==> src/rtl/serdes_pkg.sv <==
// serdes_pkg
//   Framing definitions shared by the serial link endpoints (Serializer and
//   deserializer), so both ends agree on state encoding and line levels.
//   Contents:
//     rx_state_t  receiver FSM states (IDLE, SHIFT, STOP)
//     START_BIT   line level that opens a frame
//     STOP_BIT    line level that must close a frame when a stop bit is used
//     LINE_IDLE   line level between frames
package serdes_pkg;

  typedef enum logic [1:0] {
    IDLE  = 2'd0,
    SHIFT = 2'd1,
    STOP  = 2'd2
  } rx_state_t;

  localparam logic START_BIT = 1'b1;
  localparam logic STOP_BIT  = 1'b0;
  localparam logic LINE_IDLE = 1'b0;

endpackage

==> src/rtl/sipo_shift_reg.sv <==
// sipo_shift_reg
//   Serial-in / parallel-out shift register. Each enabled clock shifts din
//   into the LSB, so the first bit received ends up in the MSB after SIZE
//   shifts (MSB-first framing).
//   Ports:
//     clk       clock, all logic on posedge
//     reset     synchronous, active-low clear
//     shift_en  shift din in this cycle
//     din       serial input bit
//     q         parallel contents, MSB = oldest bit
module sipo_shift_reg #(
  parameter int SIZE = 32
) (
  input  logic            clk,
  input  logic            reset,
  input  logic            shift_en,
  input  logic            din,
  output logic [SIZE-1:0] q
);

  // Shift towards the MSB so the earliest bit of the frame lands on top.
  always_ff @(posedge clk) begin
    if (!reset) begin
      q <= '0;
    end else if (shift_en) begin
      q <= {q[SIZE-2:0], din};
    end
  end

endmodule

==> src/rtl/deserializer.sv <==
// deserializer
//   Serial-to-parallel receiver for a one-bit line. Waits for a start bit,
//   shifts in SIZE data bits MSB first, optionally checks a trailing stop
//   bit, and presents the word on data_out with a valid/ack handshake.
//   Parameters:
//     SIZE        data bits per frame (>= 2)
//     STOP_CHECK  1: frame ends with a stop bit that must be 0; 0: no stop bit
//   Ports:
//     clk             clock, all logic on posedge
//     reset           synchronous, active-low
//     serial_data_in  serial line, idles at 0
//     data_ack        consumer takes data_out this cycle (only while valid)
//     data_out        last accepted word
//     valid           data_out holds an unconsumed word
//     busy            a frame is in progress
//     frame_error     one-cycle pulse when the stop bit is sampled as 1
//     overrun         sticky flag: a completed word was dropped
module deserializer
  import serdes_pkg::*;
#(
  parameter int SIZE       = 32,
  parameter int STOP_CHECK = 1
) (
  input  logic            clk,
  input  logic            reset,
  input  logic            serial_data_in,
  input  logic            data_ack,
  output logic [SIZE-1:0] data_out,
  output logic            valid,
  output logic            busy,
  output logic            frame_error,
  output logic            overrun
);

  localparam int CW = $clog2(SIZE + 1);
  localparam logic [CW-1:0] LAST_BIT = CW'(SIZE - 1);

  rx_state_t       state;
  rx_state_t       state_next;
  logic [CW-1:0]   counter;
  logic [CW-1:0]   counter_next;
  logic [SIZE-1:0] sreg_q;
  logic [SIZE-1:0] word;
  logic            shift_en;
  logic            complete;
  logic            frame_err_next;

  assign shift_en = (state == SHIFT);

  sipo_shift_reg #(
    .SIZE (SIZE)
  ) u_sipo (
    .clk      (clk),
    .reset    (reset),
    .shift_en (shift_en),
    .din      (serial_data_in),
    .q        (sreg_q)
  );

  // Without a stop bit the word completes on the same edge that samples the
  // last data bit, so that bit is still on the line and must be spliced in.
  // With a stop bit the register already holds the whole word.
  assign word = (STOP_CHECK != 0) ? sreg_q : {sreg_q[SIZE-2:0], serial_data_in};

  // Next-state logic. A 1 seen in STOP is a framing error, not a new start
  // bit, so STOP always returns to IDLE.
  always_comb begin
    state_next     = state;
    counter_next   = counter;
    complete       = 1'b0;
    frame_err_next = 1'b0;
    case (state)
      IDLE: begin
        if (serial_data_in == START_BIT) begin
          state_next   = SHIFT;
          counter_next = '0;
        end
      end
      SHIFT: begin
        counter_next = counter + 1'b1;
        if (counter == LAST_BIT) begin
          if (STOP_CHECK != 0) begin
            state_next = STOP;
          end else begin
            state_next = IDLE;
            complete   = 1'b1;
          end
        end
      end
      STOP: begin
        state_next = IDLE;
        if (serial_data_in == STOP_BIT) begin
          complete = 1'b1;
        end else begin
          frame_err_next = 1'b1;
        end
      end
      default: begin
        state_next = IDLE;
      end
    endcase
  end

  // State, status and handshake registers. A completing word wins over an
  // acknowledge on the same edge (valid stays high with the new word); a
  // word completing while the previous one is still unacknowledged is
  // dropped and flagged through overrun until the consumer acknowledges.
  always_ff @(posedge clk) begin
    if (!reset) begin
      state       <= IDLE;
      counter     <= '0;
      data_out    <= '0;
      valid       <= 1'b0;
      busy        <= 1'b0;
      frame_error <= 1'b0;
      overrun     <= 1'b0;
    end else begin
      state       <= state_next;
      counter     <= counter_next;
      busy        <= (state_next != IDLE);
      frame_error <= frame_err_next;

      if (complete && (!valid || data_ack)) begin
        data_out <= word;
        valid    <= 1'b1;
      end else if (valid && data_ack) begin
        valid <= 1'b0;
      end

      if (data_ack) begin
        overrun <= 1'b0;
      end else if (complete && valid) begin
        overrun <= 1'b1;
      end
    end
  end

endmodule

==> config.mk <==
export PLATFORM = sky130hd
export DESIGN_NAME = deserializer
export DESIGN_NICKNAME = d
export VERILOG_FILES = /design/src/rtl/serdes_pkg.sv /design/src/rtl/sipo_shift_reg.sv /design/src/rtl/deserializer.sv
export SDC_FILE = /design/constraint.sdc
export NUM_CORES = 1
export LEC_CHECK = 0
export CAP_MARGIN = 20
export CORE_MARGIN = 3
export CORE_UTILIZATION = 49
export DETAILED_ROUTE_END_ITERATION = 7
export PLACE_DENSITY = 0.75
export SLEW_MARGIN = 20
export SYNTH_ARGS = -nofsm -noshare
export SYNTH_HDL_FRONTEND = slang
export SYNTH_SLANG_ARGS = --single-unit
==> constraint.sdc <==
create_clock -name clk -period 1.4 [get_ports clk]
set_clock_uncertainty 0.15 [all_clocks]
set_input_delay 0.28 -clock clk [delete_from_list [all_inputs] [get_ports clk]]
set_output_delay 0.28 -clock clk [all_outputs]
set_load 0.005 [all_outputs]
==> impl_metrics.yaml, run 1 <==
outcome:
  outcome: "finished, violations left"
  violations: "setup timing"
route:
  finalWirelength_um: 5770
  drc: 0
  route.met3.wl_um: 202
  wl_met2_um: 2820
  wire_per_inst_um: 12.5
  ant_nets: 0
  top_layer: "met4"
  wl_met1_um: 2640
  first_pass_iters: 4
  drtIter0Drc: 105
  num_vias: 2340
  vias_per_cell: 5.06
setup_path:
  rr_startpoint: "state[1]$_SDFF_PN0_"
  cp_max_fo: 8
  critPathMostFrequentCell: "buf_12"
  arrival_ns: 1.58
  critPathCaptureType: "flop"
  reg2reg_depth: 5
  path_cells: "nor3b_4 > nor2b_4 > buf_12 > buf_12 > mux2i_1"
  critical-path-max-stage-delay_ns: 0.35
  crit_path_start: "state[1]$_SDFF_PN0_"
  crit_type: "flop to flop"
  critical_path.slowest_cell: "dfxtp_2"
  start_kind: "flop"
  cp.required_ns: 1.51
logic_synthesis:
  synth_flop_cell: "dfxtp_1"
  synth.yosys.seq_area_share: 0.501
  yosys-top-cells-count: "130 x nand2_1, 76 x dfxtp_1, 35 x mux2i_1"
  synthDistinctLibCells: 30
  yosysWarnings: 0
  synth_top_cell_by_area: "dfxtp_1"
  syn-instance-count: 331
  syn_avg_cell_area_um2: 9.18
  syn_area_um2: 3040
  synth_top_area_frac: 0.501
  synth_edf_count: 0
  yosysMostFrequentCell: "nand2_1"
  synth_seq_cells: 76
  synthTopCellsByArea: "dfxtp_1 50%, nand2_1 16%, mux2i_1 12%"
  synth_fp_nets: 336
  ys_async_sr_fraction: 0
die:
  pin_count: 40
  core_area_um2: 5960
  die-area_um2: 7180
  rows: 28
  die_y_um: 84.7
  initial_core_util: 0.510
  dieWidth_um: 84.7
grt:
  gr-total-overflow: 0
  grt_first_pass_wirelength_um: 9700
  first_global_vias: 2226
  grt_max_degree: 30
  antenna_found_initial: 0
  grt_usage: 0.166
power_and_ir_drop:
  leakage_nw: 1.51
  p_int_w: 0.00353
  power.share.combinational: 0.045
  netSwitchingFraction: 0.197
  peakVddDrop_uv: 564
  finalPower_w: 0.00440
  power.switching_w: 0.000869
  p_clk_frac: 0.460
  power.density_nw_per_um2: 1140
  power_frac_seq: 0.495
cells_and_area:
  design_area_um2: 3860
  drive_gt1_frac: 0.176
  area_growth_pct: 27.1
  fin_util: 0.649
  fill_cells: 498
  diodes: 0
  num-nets-final: 387
cts:
  clkTransAtPathRegs_ns: 0.07
  clk_path_buf_depth: 2
  ctsHoldBuffers: 0
  cts_made_buffers: 9
  h-tree-depth: 3
  cts_sinks: 76
  clock_latency_ns: 0.34
  root_buffer: "clkbuf_8"
  cts_tree: "done"
place:
  portBuffers: 39
  dpl-instance-area_um2: 3500
  dp_slack_ns: -0.450
  gp_congestion: 0.717
  dp_hpwl_um: 3520
timing:
  hold_viol: 0
  fmax_mhz: 679
  worstMarginPinSlew_ns: 0.285
  period_share: 1.05
  worst_slack_ns: -0.0727
  slew_violations: 0
  setup_viol_count_final: 32
  max_slew_margin: 0.810
  period_minus_slack_ns: 1.47
  rsz0062_at_grt: "true"
worst_hold_path:
  hold_path_class: "primary input to flop"
  min_path_cells: 3
  min_from: "reset"
job:
  cap_violations: 0
[placed cells by master, fill, tap and decap left out, drive strengths merged, types with 2 or more instances in the layout]
cell type,count
nand2,130
dfxtp,76
dlygate4sd2,36
mux2i,35
a21boi,33
buf,26
clkbuf,12
nor2b,6
nand3,4
nand2b,4
bufinv,3
nor3b,3
nand4,2
[worst paths after layout]
kind | endpoint | slack [ns]
max | data_out[10]$_SDFFE_PN0P_ | -0.07
min | data_out[11]$_SDFFE_PN0P_ | 0.16
max reg2reg | data_out[10]$_SDFFE_PN0P_ | -0.07
min reg2reg | data_out[25]$_SDFFE_PN0P_ | 0.30
[registers in the layout, indices dropped and copies added (netlist names)]
name / cells
u_sipo.q: 32
data_out: 32
busy: 1
frame_error: 1
counter: 6
state: 2
valid: 1
overrun: 1
[cells by family (layout without fill, tap and decap cells)]
family | after synthesis | in the layout | synth area share
compound gates | 40 | 40 | 0.100
fa+ha+maj | 1 | 1 | 0.00412
buf+inv | 24 | 80 | 0.0605
flops | 76 | 76 | 0.501
mux | 35 | 35 | 0.115
simple gates | 155 | 155 | 0.219
[power by group through the flow]
| stage | combinational (W) | clock [W] | sequential [W] |
|---|---|---|---|
| floorplan | 0.000124 | 0 | 0.00223 |
| detailed placement | 0.000174 | 0 | 0.00223 |
| global placement | 0.000172 | 0 | 0.00223 |
| global route | 0.000217 | 0.00214 | 0.00218 |
| finish | 0.000197 | 0.00203 | 0.00218 |
| CTS | 0.000182 | 0.00208 | 0.00218 |
[through the flow]
stage                     cells  setup TNS, ns  hold WS, ns
after floorplan             331              0        0.206
after global placement      438         -15.73        0.291
after detailed placement    438         -16.63        0.297
after CTS                   462          -1.94        0.157
after global routing        462          -2.35        0.176
final                       462         -0.831        0.159
[worst max-delay path, delay by kind of cell (launching register included)]
| kind | cells | cell delay (ns) |
|---|---|---|
| buffers and inverters | 2 | 0.26 |
| DFF | 1 | 0.35 |
| muxes | 1 | 0.20 |
| and+or+nand+nor | 2 | 0.42 |
[layout make-up]
cell class	instances	area, um^2	area share
clock buffer	12	155	0.0402
clock inverter	4	95.1	0.0246
multi-input combinational	231	1350	0.350
sequential	76	1550	0.400
tap	75	93.8	0.0243
timing repair buffer	64	619	0.160
[per-layer routing]
layer  vias up  GRT usage
met1      1102      0.198
li1       1183          -
met2        47      0.278
met5         -          0
met3         8     0.0294
met4         0      0.102
[timing repair]
action	4_1_cts	5_1_grt
gates cloned	2	1
gates resized for setup	63	13
endpoints found under the setup margin	74	43
buffers inserted	6	1
pin swaps	2	1
Power figures use the tool's default switching activity.
==> run 2, diff against run 1 <==
--- a/config.mk
+++ b/config.mk
@@ -9,8 +9,10 @@
 export CORE_MARGIN = 3
 export CORE_UTILIZATION = 49
 export DETAILED_ROUTE_END_ITERATION = 7
+export GPL_ROUTABILITY_DRIVEN = 0
 export PLACE_DENSITY = 0.75
 export SLEW_MARGIN = 20
 export SYNTH_ARGS = -nofsm -noshare
 export SYNTH_HDL_FRONTEND = slang
+export SYNTH_HIERARCHICAL = 1
 export SYNTH_SLANG_ARGS = --single-unit
==> run 2 against run 1 <==
The run still ends with setup timing left; sequential power is essentially flat; total power shrank 4.7%; first-iteration DRC count shrank 13%; routed wire length grew 0.33%; fmax is essentially flat; utilization grew 1.8 points; highest routed layer unchanged.
==> impl_metrics.yaml, run 2 <==
timing:
  worst_hold_slack_ns: 0.124
  period_minus_slack_ns: 1.47
  worst_slack_ns: -0.0723
  max_slew_margin: 0.769
  fmax_mhz: 679
  hold_viol: 0
  setup_viol_count_final: 16
  finalSetupTns_ns: -0.903
  worstMarginPinSlew_ns: 0.346
  period_share: 1.05
  rsz0062_at_grt: "true"
  slew_violations: 0
grt:
  grt_use_met3: 0.0388
  first_global_vias: 2101
  grt_util_met2: 0.247
  grt_max_degree: 29
  grt_first_pass_wirelength_um: 9410
  grt_usage: 0.161
  grt.met1_usage: 0.207
  top_usage_layer: "met2"
  antenna_found_initial: 0
  gr-total-overflow: 0
setup_path:
  critical_path.slowest_cell: "dfxtp_2"
  start_kind: "flop"
  cp_max_fo: 8
  path_depth: 5
  crit_type: "flop to flop"
  path_cells: "nor3b_2 > and2b_2 > buf_12 > buf_12 > mux2i_1"
  arrival_ns: 1.58
  critPathMostFrequentCell: "buf_12"
  rr_startpoint: "state[0]$_SDFF_PN0_"
  cp.required_ns: 1.51
  rrSetupSlack_ns: -0.07
  path_buf_inv: 2
  critPathCaptureType: "flop"
  critical-path-max-stage-delay_ns: 0.34
  rr_endpoint: "data_out[30]$_SDFFE_PN0P_"
  reg2reg_depth: 5
  crit_family: "simple AND/OR/NAND/NOR gates"
outcome:
  violations: "setup timing"
  outcome: "finished, violations left"
route:
  ant_nets: 0
  first_pass_iters: 4
  drc: 0
  num_vias: 2161
  vias_per_cell: 5.03
  drtIter0Drc: 91
  wire_per_inst_um: 13.5
  finalWirelength_um: 5790
cells_and_area:
  layoutNonFillerInstCount: 430
  area_growth_pct: 30.0
  diodes: 0
  fill_cells: 474
  fin_util: 0.666
  drive_gt1_frac: 0.200
  final_cell_mix: "65 x mux2i_1, 65 x nand2_1, 59 x dfxtp_1"
  num-nets-final: 356
  reg_top3: "data_out x32, u_sipo/q x32, counter x6"
logic_synthesis:
  synth_top_area_frac: 0.496
  ys_async_sr_fraction: 0
  yosys-top-cells-count: "76 x dfxtp_1, 67 x mux2i_1, 65 x nand2_1"
  synthDistinctLibCells: 28
  synth.yosys.seq_area_share: 0.496
  synth_flop_cell: "dfxtp_1"
  synthTopCellsByArea: "dfxtp_1 50%, mux2i_1 22%, nand2_1 7.9%"
  syn_area_um2: 3070
  synth_edf_count: 0
  yosysWarnings: 6
  synth_top_cell_by_area: "dfxtp_1"
  yosysMostFrequentCell: "dfxtp_1"
  synth_seq_cells: 76
  syn_avg_cell_area_um2: 10.5
  syn-instance-count: 293
  synth_fp_nets: 298
power_and_ir_drop:
  leakage_nw: 1.63
  peakVddDrop_uv: 595
  power.density_nw_per_um2: 1050
place:
  dp_slack_ns: -0.456
  portBuffers: 39
  dp.cells: 400
  dp_hpwl_um: 3390
die:
  rows: 28
  pin_count: 40
  initial_core_util: 0.513
  die-area_um2: 7250
  core_area_um2: 5990
  dieWidth_um: 85.2
  die_y_um: 85.2
cts:
  h-tree-depth: 3
  clk_path_buf_depth: 2
  root_buffer: "clkbuf_8"
  cts_made_buffers: 9
  cts_tree: "done"
  ctsHoldBuffers: 0
  clkTransAtPathRegs_ns: 0.07
  cts_sinks: 76
  clock_latency_ns: 0.34
worst_hold_path:
  min_path_cells: 2
  min_from: "data_ack"
  worstHoldEndpoint: "overrun$_SDFFE_PP0P_"
  hold_path_class: "primary input to flop"
job:
  cap_violations: 0
run 2: cell count changes in the layout (fill, tap and decap cells not counted), moves of 4 or more:
| cell | before | now |
|---|---|---|
| buf_4 | 15 | 9 |
| mux2i_1 | 35 | 65 |
| buf_12 | 5 | 10 |
| nand2_1 | 130 | 65 |
| a21boi_1 | 20 | 1 |
| clkbuf_16 | 0 | 4 |
| nor2b_1 | 5 | 36 |
| a21boi_0 | 13 | 0 |
run 2: cells by family (layout without fill, tap and decap cells):
kind of cell	after synthesis	count (layout)	synth area share
AOI/OAI and AO/OA	8	8	0.0212
adders and majority gates	1	1	0.00407
buffers and inverters	20	82	0.0628
DFF	76	76	0.496
muxes	67	67	0.218
and+or+nand+nor	121	121	0.198
run 2: power by group:
| part | internal (W) | total, W | switching (W) |
|---|---|---|---|
| sequential | 0.00217 | 0.00218 | 0.00000823 |
| combinational | 0.000152 | 0.000272 | 0.000120 |
| clock | 0.000988 | 0.00174 | 0.000755 |
| total | 0.00331 | 0.00419 | 0.000883 |
run 2: worst max path at each step:
| stage | start | end | slack [ns] |
|---|---|---|---|
| 2_1_floorplan | state[0]$_SDFF_PN0_ | u_sipo/q[0]$_SDFFE_PN0P_ | 0.02 |
| 3_3_place_gp | serial_data_in | data_out[16]$_SDFFE_PN0P_ | -0.35 |
| 3_5_place_dp | serial_data_in | data_out[10]$_SDFFE_PN0P_ | -0.46 |
| 4_1_cts | state[0]$_SDFF_PN0_ | data_out[30]$_SDFFE_PN0P_ | -0.03 |
| 5_1_grt | state[0]$_SDFF_PN0_ | data_out[30]$_SDFFE_PN0P_ | -0.18 |
| 6_report | state[0]$_SDFF_PN0_ | data_out[30]$_SDFFE_PN0P_ | -0.07 |
run 2: worst reg2reg max path: stages, from the launching register on:
cell	delay [ns]
dfxtp_2	0.34
nor3b_2	0.21
and2b_2	0.26
buf_12	0.13
buf_12	0.13
mux2i_1	0.19
run 2: final cells by class:
class                   count  area [um^2]  area share
multi-input cells         197         1390       0.347
flip-flops and latches     76         1540       0.387
well taps                  75         93.8      0.0235
clock buffers              10          128      0.0320
clock inverters             5         77.6      0.0194
repair buffers             67          763       0.191
run 2: metal layers:
layer / part of all wire / vias up
li1: - / 1087
met1: 0.48 / 1025
met2: 0.47 / 39
met3: 0.039 / 10
met4: 0.018 / 0
met5: 0 / -
run 2: per-stage QoR:
step                      area (um^2)  power (W)
final                            3990    0.00419
after global routing             3990    0.00436
after CTS                        3880    0.00418
after detailed placement         3560    0.00244
after global placement           3560    0.00244
after floorplan                  3070    0.00238
run 2: repair_timing:
| action | in CTS | in global routing |
|---|---|---|
| cloned | 2 | 5 |
| gates resized for setup | 58 | 11 |
| pin swaps | 1 | 3 |
| buffers inserted | 7 | 3 |
| endpoints found under the setup margin | 71 | 49 |
==> run 3, diff against run 2 <==
--- a/config.mk
+++ b/config.mk
@@ -7,10 +7,10 @@
 export LEC_CHECK = 0
 export CAP_MARGIN = 20
 export CORE_MARGIN = 3
-export CORE_UTILIZATION = 49
+export CORE_UTILIZATION = 50
 export DETAILED_ROUTE_END_ITERATION = 7
 export GPL_ROUTABILITY_DRIVEN = 0
-export PLACE_DENSITY = 0.75
+export PLACE_DENSITY = 0.73
 export SLEW_MARGIN = 20
 export SYNTH_ARGS = -nofsm -noshare
 export SYNTH_HDL_FRONTEND = slang
==> constraint.sdc (replaced) <==
create_clock -name clk -period 1.7 [get_ports clk]
set_clock_uncertainty 0.15 [all_clocks]
set_input_delay 0.34 -clock clk [delete_from_list [all_inputs] [get_ports clk]]
set_output_delay 0.34 -clock clk [all_outputs]
set_load 0.005 [all_outputs]
==> run 3 against run 2 <==
The flow now finishes without violations; critical endpoint is now data_out[12]; total power shrank 8.2%; highest routed layer unchanged; clock-buffer cell count is 1 lower; cell count fell by 5.1%; critical path depth shrank 4; largest power group is now the clock network; via count fell by 4.9%; register-to-register slack improved by 0.26 ns; non-clock buffer count down 20.
==> impl_metrics.yaml, run 3 (synthesis gave the netlist of run 2 again) <==
outcome:
  outcome: "finished, final reports clean"
route:
  ant_nets: 0
  wire_per_inst_um: 12.3
  vias_per_cell: 5.04
  finalWirelength_um: 5010
  num_vias: 2055
  drc: 0
  drtIter0Drc: 95
  first_pass_iters: 4
power_and_ir_drop:
  power_frac_seq: 0.466
  power.density_nw_per_um2: 1000
  p_int_w: 0.00313
  power.share.combinational: 0.040
  peakVddDrop_uv: 616
  netSwitchingFraction: 0.187
  leakage_nw: 1.61
  power.switching_w: 0.000722
  p_clk_frac: 0.494
timing:
  worstMarginPinSlew_ns: 0.256
  period_minus_slack_ns: 1.66
  period_share: 0.975
  slew_violations: 0
  setup_viol_count_final: 0
  fmax_mhz: 603
  worst_slack_ns: 0.0423
  max_slew_margin: 0.829
  hold_viol: 0
cts:
  cts_setup_buffers: 0
  cts_tree: "done"
  cts_sinks: 76
  root_buffer: "clkbuf_8"
  h-tree-depth: 3
  clock_latency_ns: 0.33
  clkTransAtPathRegs_ns: 0.08
  cts_made_buffers: 9
  clk_path_buf_depth: 2
setup_path:
  path_cells: "clkdlybuf4s50_1"
  arrival_ns: 1.17
  start_kind: "flop"
  crit_family: "buffers and inverters"
  crit_type: "flop to primary output"
  path_buf_inv: 1
  critical-path-max-stage-delay_ns: 0.50
  critical_path.slowest_cell: "clkdlybuf4s50_1"
  rrSetupSlack_ns: 0.19
  cp_max_fo: 2
  cp.required_ns: 1.21
  critPathCaptureType: "primary output"
cells_and_area:
  design_area_um2: 3840
  num-nets-final: 336
  diodes: 0
  final_cell_mix: "67 x mux2i_1, 65 x nand2_1, 60 x dfxtp_1"
  area_growth_pct: 25.0
  drive_gt1_frac: 0.137
  mostFrequentLayoutCell: "mux2i_1"
  reg_top3: "data_out x32, u_sipo/q x32, counter x6"
  fin_util: 0.672
die:
  rows: 27
  die-area_um2: 7120
  die_y_um: 84.4
  dieWidth_um: 84.4
  initial_core_util: 0.538
  pin_count: 40
  core_area_um2: 5710
place:
  portBuffers: 39
  dp_slack_ns: -0.189
  dpl-instance-area_um2: 3500
  dp_hpwl_um: 3180
grt:
  grt_first_pass_wirelength_um: 8730
  gr-total-overflow: 0
  grt_usage: 0.149
  first_global_vias: 1980
  grt_max_degree: 56
  antenna_found_initial: 0
worst_hold_path:
  hold_path_class: "primary input to flop"
job:
  cap_violations: 0
run 3: metrics by stage:
step	setup TNS, ns	std cells	hold slack (ns)	total power, W
final	0	408	0.204	0.00385
after global placement	-4.10	392	0.292	0.00199
after CTS	0	408	0.186	0.00390
after detailed placement	-5.17	392	0.296	0.00199
after global routing	-0.00460	408	0.198	0.00399
after floorplan	0	293	0.266	0.00196
run 3: cell type report:
| class | count | area (um^2) |
|---|---|---|
| clock inverters | 7 | 163 |
| flip-flops and latches | 76 | 1540 |
| fillers | 433 | 1870 |
| well taps | 72 | 90.1 |
| multi-input cells | 197 | 1370 |
| clock buffers | 9 | 124 |
| repair buffers | 47 | 556 |
run 3: final timing paths:
check | from | end | cells past startpoint
worst max-delay path | data_out[12]$_SDFFE_PN0P_ | data_out[12] | 1
worst max register to register | state[0]$_SDFF_PN0_ | data_out[19]$_SDFFE_PN0P_ | 4
worst min register to register | data_out[7]$_SDFFE_PN0P_ | data_out[7]$_SDFFE_PN0P_ | 2
worst min-delay path | reset | counter[0]$_SDFFE_PN0P_ | 2
run 3: power groups by stage:
stage	combinational (W)	sequential [W]	clock, W
after floorplan	0.000125	0.00184	0
after global placement	0.000152	0.00184	0
after detailed placement	0.000153	0.00184	0
after CTS	0.000155	0.00180	0.00194
after global routing	0.000165	0.00180	0.00203
final	0.000153	0.00180	0.00190
run 3: repair_timing:
item,in CTS,in global routing
setup endpoints to repair,1,27
endpoints found under the hold margin,0,0
pin swaps,0,0
resized for setup,1,29
hold buffers,0,0
run 3: per-layer routing:
layer / global-route usage / up-vias / part of all wire
met4: 0.0691 / 0 / 0.0094
met5: 0 / - / 0
li1: - / 1046 / -
met1: 0.189 / 968 / 0.49
met3: 0.0402 / 4 / 0.043
met2: 0.236 / 37 / 0.46
